[src/rtl/alu_pkg.sv]
// rtl/alu_pkg.sv - shared op codes, FSM states and helpers for the iterative ALU
package alu_pkg;

  localparam int ALU_DATA_W = 32;

  typedef enum logic [3:0] {
    OP_AND     = 4'b0000,
    OP_OR      = 4'b0001,
    OP_ADD     = 4'b0010,
    OP_XOR     = 4'b0011,
    OP_SLL     = 4'b0100,
    OP_SRL     = 4'b0101,
    OP_SUB     = 4'b0110,
    OP_SLT     = 4'b0111,
    OP_EQ      = 4'b1000,
    OP_SRA     = 4'b1001,
    OP_NE      = 4'b1010,
    OP_SLT_ALT = 4'b1111
  } alu_op_e;

  typedef enum logic [1:0] {
    IDLE  = 2'd0,
    SHIFT = 2'd1,
    DONE  = 2'd2
  } alu_state_e;

  function automatic logic is_shift_op(input logic [3:0] op);
    return (op == OP_SLL) || (op == OP_SRL) || (op == OP_SRA);
  endfunction

endpackage

[src/rtl/alu_single_cycle.sv]
// rtl/alu_single_cycle.sv - combinational result for the one-cycle ops
// Shift codes return 0 here; the iterative path in the top owns them.
module alu_single_cycle
  import alu_pkg::*;
#(
  parameter int DATA_W = ALU_DATA_W
) (
  input  logic [3:0]        op_i,
  input  logic [DATA_W-1:0] a_i,
  input  logic [DATA_W-1:0] b_i,
  output logic [DATA_W-1:0] y_o
);

  logic lt;
  logic eq;

  assign lt = $signed(a_i) < $signed(b_i);
  assign eq = (a_i == b_i);

  always_comb begin
    y_o = '0;
    case (op_i)
      OP_AND:             y_o = a_i & b_i;
      OP_OR:              y_o = a_i | b_i;
      OP_ADD:             y_o = a_i + b_i;
      OP_XOR:             y_o = a_i ^ b_i;
      OP_SUB:             y_o = a_i - b_i;
      OP_SLT, OP_SLT_ALT: y_o = {{(DATA_W-1){1'b0}}, lt};
      OP_EQ:              y_o = {{(DATA_W-1){1'b0}}, eq};
      OP_NE:              y_o = {{(DATA_W-1){1'b0}}, ~eq};
      default:            y_o = '0;
    endcase
  end

endmodule

[src/rtl/iterative_alu.sv]
// rtl/iterative_alu.sv - handshaked ALU with one-bit-per-cycle shifter
// Single-cycle ops finish at accept; shifts walk the result register n times.
module iterative_alu
  import alu_pkg::*;
#(
  parameter int DATA_W = ALU_DATA_W
) (
  input  logic              clk,
  input  logic              reset,
  input  logic              in_valid,
  output logic              in_ready,
  input  logic [3:0]        Operation,
  input  logic [DATA_W-1:0] SrcA,
  input  logic [DATA_W-1:0] SrcB,
  output logic              out_valid,
  input  logic              out_ready,
  output logic [DATA_W-1:0] ALUResult,
  output logic              Zero
);

  localparam int SHAMT_W = $clog2(DATA_W);

  alu_state_e          state_q, state_d;
  logic [DATA_W-1:0]   res_q, res_d;
  logic                zero_q;
  logic [SHAMT_W-1:0]  cnt_q, cnt_d;
  logic [3:0]          op_q, op_d;
  logic [DATA_W-1:0]   sc_y;
  logic [SHAMT_W-1:0]  shamt;

  alu_single_cycle #(.DATA_W(DATA_W)) u_single (
    .op_i (Operation),
    .a_i  (SrcA),
    .b_i  (SrcB),
    .y_o  (sc_y)
  );

  assign shamt     = SrcB[SHAMT_W-1:0];
  assign in_ready  = (state_q == IDLE);
  assign out_valid = (state_q == DONE);
  assign ALUResult = res_q;
  assign Zero      = zero_q;

  always_comb begin
    state_d = state_q;
    res_d   = res_q;
    cnt_d   = cnt_q;
    op_d    = op_q;
    case (state_q)
      IDLE: begin
        if (in_valid) begin
          op_d = Operation;
          if (is_shift_op(Operation)) begin
            res_d = SrcA;
            if (shamt != '0) begin
              cnt_d   = shamt;
              state_d = SHIFT;
            end else begin
              state_d = DONE;
            end
          end else begin
            res_d   = sc_y;
            state_d = DONE;
          end
        end
      end
      SHIFT: begin
        // SRA replicates the MSB each step, which is always the original sign.
        case (op_q)
          OP_SLL:  res_d = {res_q[DATA_W-2:0], 1'b0};
          OP_SRL:  res_d = {1'b0, res_q[DATA_W-1:1]};
          default: res_d = {res_q[DATA_W-1], res_q[DATA_W-1:1]};
        endcase
        cnt_d = cnt_q - SHAMT_W'(1);
        if (cnt_q == SHAMT_W'(1)) begin
          state_d = DONE;
        end
      end
      DONE: begin
        if (out_ready) begin
          state_d = IDLE;
        end
      end
      default: state_d = IDLE;
    endcase
  end

  always_ff @(posedge clk) begin
    if (reset) begin
      state_q <= IDLE;
      res_q   <= '0;
      zero_q  <= 1'b0;
      cnt_q   <= '0;
      op_q    <= '0;
    end else begin
      state_q <= state_d;
      res_q   <= res_d;
      zero_q  <= (res_d == '0);
      cnt_q   <= cnt_d;
      op_q    <= op_d;
    end
  end

endmodule

[config.mk]
export PLATFORM = sky130hd
export DESIGN_NAME = iterative_alu
export DESIGN_NICKNAME = d
export VERILOG_FILES = /design/src/rtl/alu_pkg.sv /design/src/rtl/alu_single_cycle.sv /design/src/rtl/iterative_alu.sv
export SDC_FILE = /design/constraint.sdc
export NUM_CORES = 1
export LEC_CHECK = 0
export BUFFER_PORTS_ARGS = -buffer_cell sky130_fd_sc_hd__buf_4
export CAP_MARGIN = 20
export CORE_UTILIZATION = 45
export DETAILED_ROUTE_END_ITERATION = 6
export REMOVE_ABC_BUFFERS = 1
export SYNTH_ARGS = -nofsm -noshare
export SYNTH_HDL_FRONTEND = slang
export SYNTH_SLANG_ARGS = --single-unit
[constraint.sdc]
create_clock -name clk -period 8.25 [get_ports clk]
set_clock_uncertainty 0.05 [all_clocks]
set_input_delay 0.825 -clock clk [delete_from_list [all_inputs] [get_ports clk]]
set_output_delay 0.825 -clock clk [all_outputs]
set_load 0.02 [all_outputs]
Word-level counts from Yosys, hierarchy flattened
Index checks and enable logic that the tools add are counted.
W data, S select, Z words.
{"block": "op_classes", "add_sub_neg": 3, "n_lt_le_gt_ge": 1, "n_eq_ne": 22, "muxes": 15, "n_bitwise": 4, "n_reduce_logical": 11}
{"cell": "$pmux W32 S8", "count": 1}
{"cell": "$pmux W32 S2", "count": 2}
{"cell": "$mux W32", "count": 2}
{"cell": "$add A32 B32 Y32", "count": 1}
{"cell": "$and A32 B32 Y32", "count": 1}
{"cell": "$eq A32 B32 Y1", "count": 1}
{"cell": "$logic_not A32 Y1", "count": 1}
{"cell": "$lt A32 B32 Y1", "count": 1}
{"cell": "$or A32 B32 Y32", "count": 1}
{"cell": "$sub A32 B32 Y32", "count": 1}
{"cell": "$xor A32 B32 Y32", "count": 1}
{"cell": "$eq A4 B3 Y1 const B", "count": 6}
{"cell": "$eq A4 B4 Y1 const B", "count": 4}
{"cell": "$mux W5", "count": 3}
{"cell": "$mux W2", "count": 5}
{"cell": "$pmux W5 S2", "count": 1}
{"cell": "$eq A4 B2 Y1 const B", "count": 2}
{"cell": "$ne A2 B1 Y1 const B", "count": 3}
{"cell": "$pmux W2 S3", "count": 1}
{"cell": "$eq A5 B1 Y1 const B", "count": 1}
{"cell": "$reduce_bool A5 Y1", "count": 1}
{"cell": "$sub A5 B1 Y5 const B", "count": 1}
{"cell": "$eq A4 B1 Y1 const B", "count": 1}
{"cell": "$logic_not A4 Y1", "count": 1}
{"cell": "11 further kinds", "count": 13}
{"block": "word_totals", "register_bits": 44, "inputBits": 72, "out_inout_bits": 35}

Longest topological paths before layout
{"block": "depth", "ltp_word": 7, "mapped_depth": 15}

Modules after synthesis
A second synthesis with hierarchy kept.
{"block": "hier_totals", "cells_unflattened": 1216, "area_unflattened_um2": 8156.6}
{"mod": "alu_single_cycle", "n_inst": 1, "cells_per_inst": 820, "area_each_um2": 5335.1, "seq_area_each_um2": 0.0}
{"mod": "iterative_alu", "n_inst": 1, "cells_per_inst": 396, "area_each_um2": 2821.5, "seq_area_each_um2": 880.8}

Worst setup path after synthesis
OpenSTA, ideal clock, no wires.
{"block": "synth_path", "path_kind": "input-to-reg", "from": "input SrcA[0]", "to": "register zero_q (netlist: Zero)", "setup_ns": 0.061, "arrival_time_ns": 3.767, "t_required_ns": 8.139, "slack_ns": 4.372, "cell_stages": 14, "path_buffers": 0, "cell_sequence": "ha_1 inv_1 fa_1 and2b_2 o211ai_4 a2111oi_4 nor3b_4 o31ai_4 mux2i_1 a21oi_1 a2111oi_2 nand3_1 nor4bb_1 and4_1"}
{"block": "synth_via", "elab_chain_len": 7}
{"item": "from (decl)", "line": "iterative_alu.sv:13", "text": "input logic [DATA_W-1:0] SrcA,"}
{"item": "branches (longest 3 deep; another with $sub A32 B32 Y32)"}
{"item": "$mux W32 (*)", "line": "iterative_alu.sv:53", "text": "if (is_shift_op(Operation)) begin"}
{"item": "$mux W32 (*)", "line": "iterative_alu.sv:51", "text": "if (in_valid) begin"}
{"item": "$pmux W32 S2 (*)", "line": "iterative_alu.sv:49", "text": "case (state_q)"}
{"item": "$logic_not A32 Y1 (*)", "line": "iterative_alu.sv:98", "text": "zero_q <= (res_d == '0);"}
{"item": "to (signal assigned)", "line": "iterative_alu.sv:98"}
{"item": "to (decl)", "line": "iterative_alu.sv:25", "text": "logic zero_q;"}
Mark *: on every way between the ends.
A chain may end at the register's enable or synchronous reset.

Worst setup path after layout
{"block": "layout_path", "from": "input SrcA[15]", "to": "register zero_q (netlist: Zero)"}
Same word-level chain as after synthesis.

==> metrics.md <==
| Metric | Value |
|---|---|
| Status | complete, no violations |
| Number of enable flip-flop cells after synthesis | 0 |
| Number of global-route vias before repair | 9315 |
| Critical path type | input pin to register |
| Port Buf Inserts | roughly 110 |
| Initial DRC Count | 1018 |
| Syn avg cell area | 7.03 sq um |
| Die Height | 140 um |
| Fin util | 51.3% |
| Worst reg2reg startpoint | state_q[0]$_SDFFE_PP0P_ |
| CP Max Fanout | 16 |
| Residual DRC | 0 |
| Final worst path period share | 55.3% |
| Final cell count without fillers | between 1500 and 2000 |
| Pre-antenna DRT Iters | 5 |
| Final Critical Period | roughly 4.6 ns |
| Total Die Area | a little under 20000 sq um |
| Post-cts hold buffer count | 0 |
| P_leak | 4.11 nW |
| # nets final | 1440 |
| Crit path DAT | around 4.8 ns |
| CTS tree | yes |
| Inst Count DP | around 1500 |
| Syn. warnings | 0 |
| Sum Neg Setup Slack | 0 ns |
| R2r setup slk | 4.15 ns |
| Skew-Pair Late Insertion Delay | 0.29 ns |
| Wire per inst | 22.8 um |
| Deepest clock path buffer count | 2 |
| # diodes | 0 |
| Class of the worst hold path | register to register |
| Slew Limit Fails | 0 |
| Design Area, Final | 9560 sq um |
| Setup crit end kind | register |
| Share of cells above drive strength 1 | between 10% and 20% |
| Largest net degree at the start of global routing | 45 |
| CTS Buf Count | 5 |
| Worst-margin pin slew | 1.05 ns |
| Commonest non-fill, non-tap cell in the layout | nand2_1 |
| Commonest cells after routing, fill and taps aside | nand2_1 (131), buf_4 (122), nor2_1 (116) |
| RSZ-0062 raised after global routing | false |
| Die X | around 140 um |
| Core region area | 18600 sq um |
| Aggregate global-route resource usage | 34.5% |
| Max Cap Viol | 0 |
| Post-DP Area | 9380 sq um |
| CTS HTree Levels | 2 |
| Initial antenna violation count | 0 |
| Worst path required time | 8.44 ns |
| Clk sinks | 44 |
| Root Driver | clkbuf_16 |
| Main synth FF type | dfxtp_1 |
| Sequential cell area fraction in the yosys report | 10.3% |
| GRT overflow | 0 |
| Post-CTS sizing | 0 |
| Synth-to-layout area growth | 11.9% |
| Via density | 6.50 |
| Overall power | 1.13 mW |
| Crit. Startpoint | SrcA[15] |
| DP Wirelength | 26000 um |
| Routed WL | ~34000 um |
| First-pass GRT wire length | 52900 um |
| Initial Utilization | between 40% and 50% |
| Total number of vias | roughly 9800 |
| # setup viols final | 0 |
| VDD IR max | ~0.081 mV |
| Netlist Area Pre-Place | 8550 sq um |
| CP Capture Point | Zero$_SDFF_PP0_ |
| CTS clk-pin slew, worst paths | roughly 0.07 ns |
| RR Endpoint | Zero$_SDFF_PP0_ |
| GP Congestion | 0.985 |
| FMAX | 219 MHz |
| Hold Startpoint | op_q[2]$_SDFFE_PP0P_ |
| Hold Vio Cnt, Final | 0 |
| Io pins | about 110 |
| # rows | 50 |
| Antenna-violating nets left | 0 |
| Syn Inst Count | 1215 |
| Startpoint class of the critical path | input pin |
| FF-to-FF path depth | 11 |
| Async SR Flop Fraction | 0% |
| #FFs+latches synth | 44 |
| Normalized max-slew margin | 30.0% |
| Power Dens Cells | 119 nW/um^2 |
| Synth cell types | 109 |
| Post-CTS setup buffers | 0 |
## per-layer routing
layer  track usage, %  share of wire (%)  vias up  wire (um)
met5                0                  0        -          0
met4             13.4                3.9        0       1320
met3             5.64                9.5      102       3260
met2             56.7                 45      547      15400
met1             45.0                 42     4566      14200
li1                 -                  -     4542          -
## critical path: stages
cell      delay [ns]
buf_4           0.10
inv_1           0.04
ha_1            0.61
inv_1           0.27
a21oi_1         0.32
o31ai_1         0.21
a221oi_1        0.69
o41ai_1         0.18
xnor2_1         0.17
o21ai_0         0.16
nor4b_1         0.42
nand4_1         0.19
nor4bb_1        0.35
and4_1          0.22
## flip-flops by register name (all words and copies together) (netlist names)
signal	cells
ALUResult	32
cnt_q	5
op_q	4
state_q	2
Zero	1
## synth_stat cells, drive strengths merged (9+ instances only)
| cell type | count | area (sq um) |
|---|---|---|
| inv | 104 | 390 |
| o21bai | 10 | 78.8 |
| o21ai | 71 | 359 |
| o211ai | 19 | 161 |
| nor2 | 119 | 452 |
| clkbuf | 32 | 120 |
| o31ai | 14 | 124 |
| a22oi | 20 | 150 |
| nand2b | 15 | 93.8 |
| mux2i | 34 | 340 |
| nor2b | 19 | 119 |
| or2 | 9 | 56.3 |
| nor3 | 33 | 170 |
| a31oi | 15 | 93.8 |
| ha | 99 | 1240 |
| buf | 45 | 264 |
| nand4 | 18 | 113 |
| a211oi | 17 | 138 |
| xnor2 | 24 | 210 |
| a221oi | 21 | 208 |
| a221o | 9 | 90.1 |
| o221ai | 10 | 87.6 |
| dfxtp | 44 | 881 |
| nand2 | 132 | 503 |
| nor4 | 16 | 106 |
| a21oi | 94 | 478 |
| nor4b | 10 | 115 |
| nand3 | 27 | 140 |
| a21o | 14 | 105 |
## how the worst min path moves through the flow
stage | to | slack, ns | cells after the start
6_report | op_q[2]$_SDFFE_PP0P_ | 0.44 | 2
5_1_grt | cnt_q[4]$_SDFFE_PP0P_ | 0.47 | 2
4_1_cts | op_q[2]$_SDFFE_PP0P_ | 0.45 | 2
3_5_place_dp | op_q[2]$_SDFFE_PP0P_ | 0.43 | 2
3_3_place_gp | cnt_q[4]$_SDFFE_PP0P_ | 0.43 | 2
2_1_floorplan | op_q[2]$_SDFFE_PP0P_ | 0.40 | 2
## metrics by stage
| step | hold WS (ns) | setup slack (ns) |
|---|---|---|
| 3_3_place_gp | 0.432 | 3.42 |
| 2_1_floorplan | 0.402 | 4.36 |
| 5_1_grt | 0.469 | 3.58 |
| 4_1_cts | 0.447 | 3.80 |
| 3_5_place_dp | 0.431 | 3.51 |
| 6_report | 0.444 | 3.69 |
## final cells by class
class                      instances  area (sq um)
sequential                        44           881
inverter                         104           390
multi-input combinational        990          6900
clock buffer                       6           139
fill                            1931          9080
tap                              234           293
clock inverter                     2          38.8
timing repair buffer             122           916
## where the power goes
group / internal (mW) / leakage (nW) / total (mW) / switching [mW]
sequential: 0.228 / 0.360 / 0.253 / 0.0246
combinational: 0.233 / 3.66 / 0.634 / 0.401
clock: 0.152 / 0.0871 / 0.247 / 0.0953
## kinds of logic (layout without fill, tap and decap cells)
group | Yosys count | in the layout | synth area share (%)
DFF | 44 | 44 | 10.3
adders and majority gates | 101 | 101 | 15.0
xor gates and xnor gates | 27 | 27 | 2.77
buffers and inverters | 181 | 234 | 9.06
muxes | 37 | 37 | 4.51
and+or+nand+nor | 426 | 426 | 24.5
AOI/OAI and AO/OA | 399 | 399 | 33.9
No activity file was read; power rests on OpenSTA's default activity.
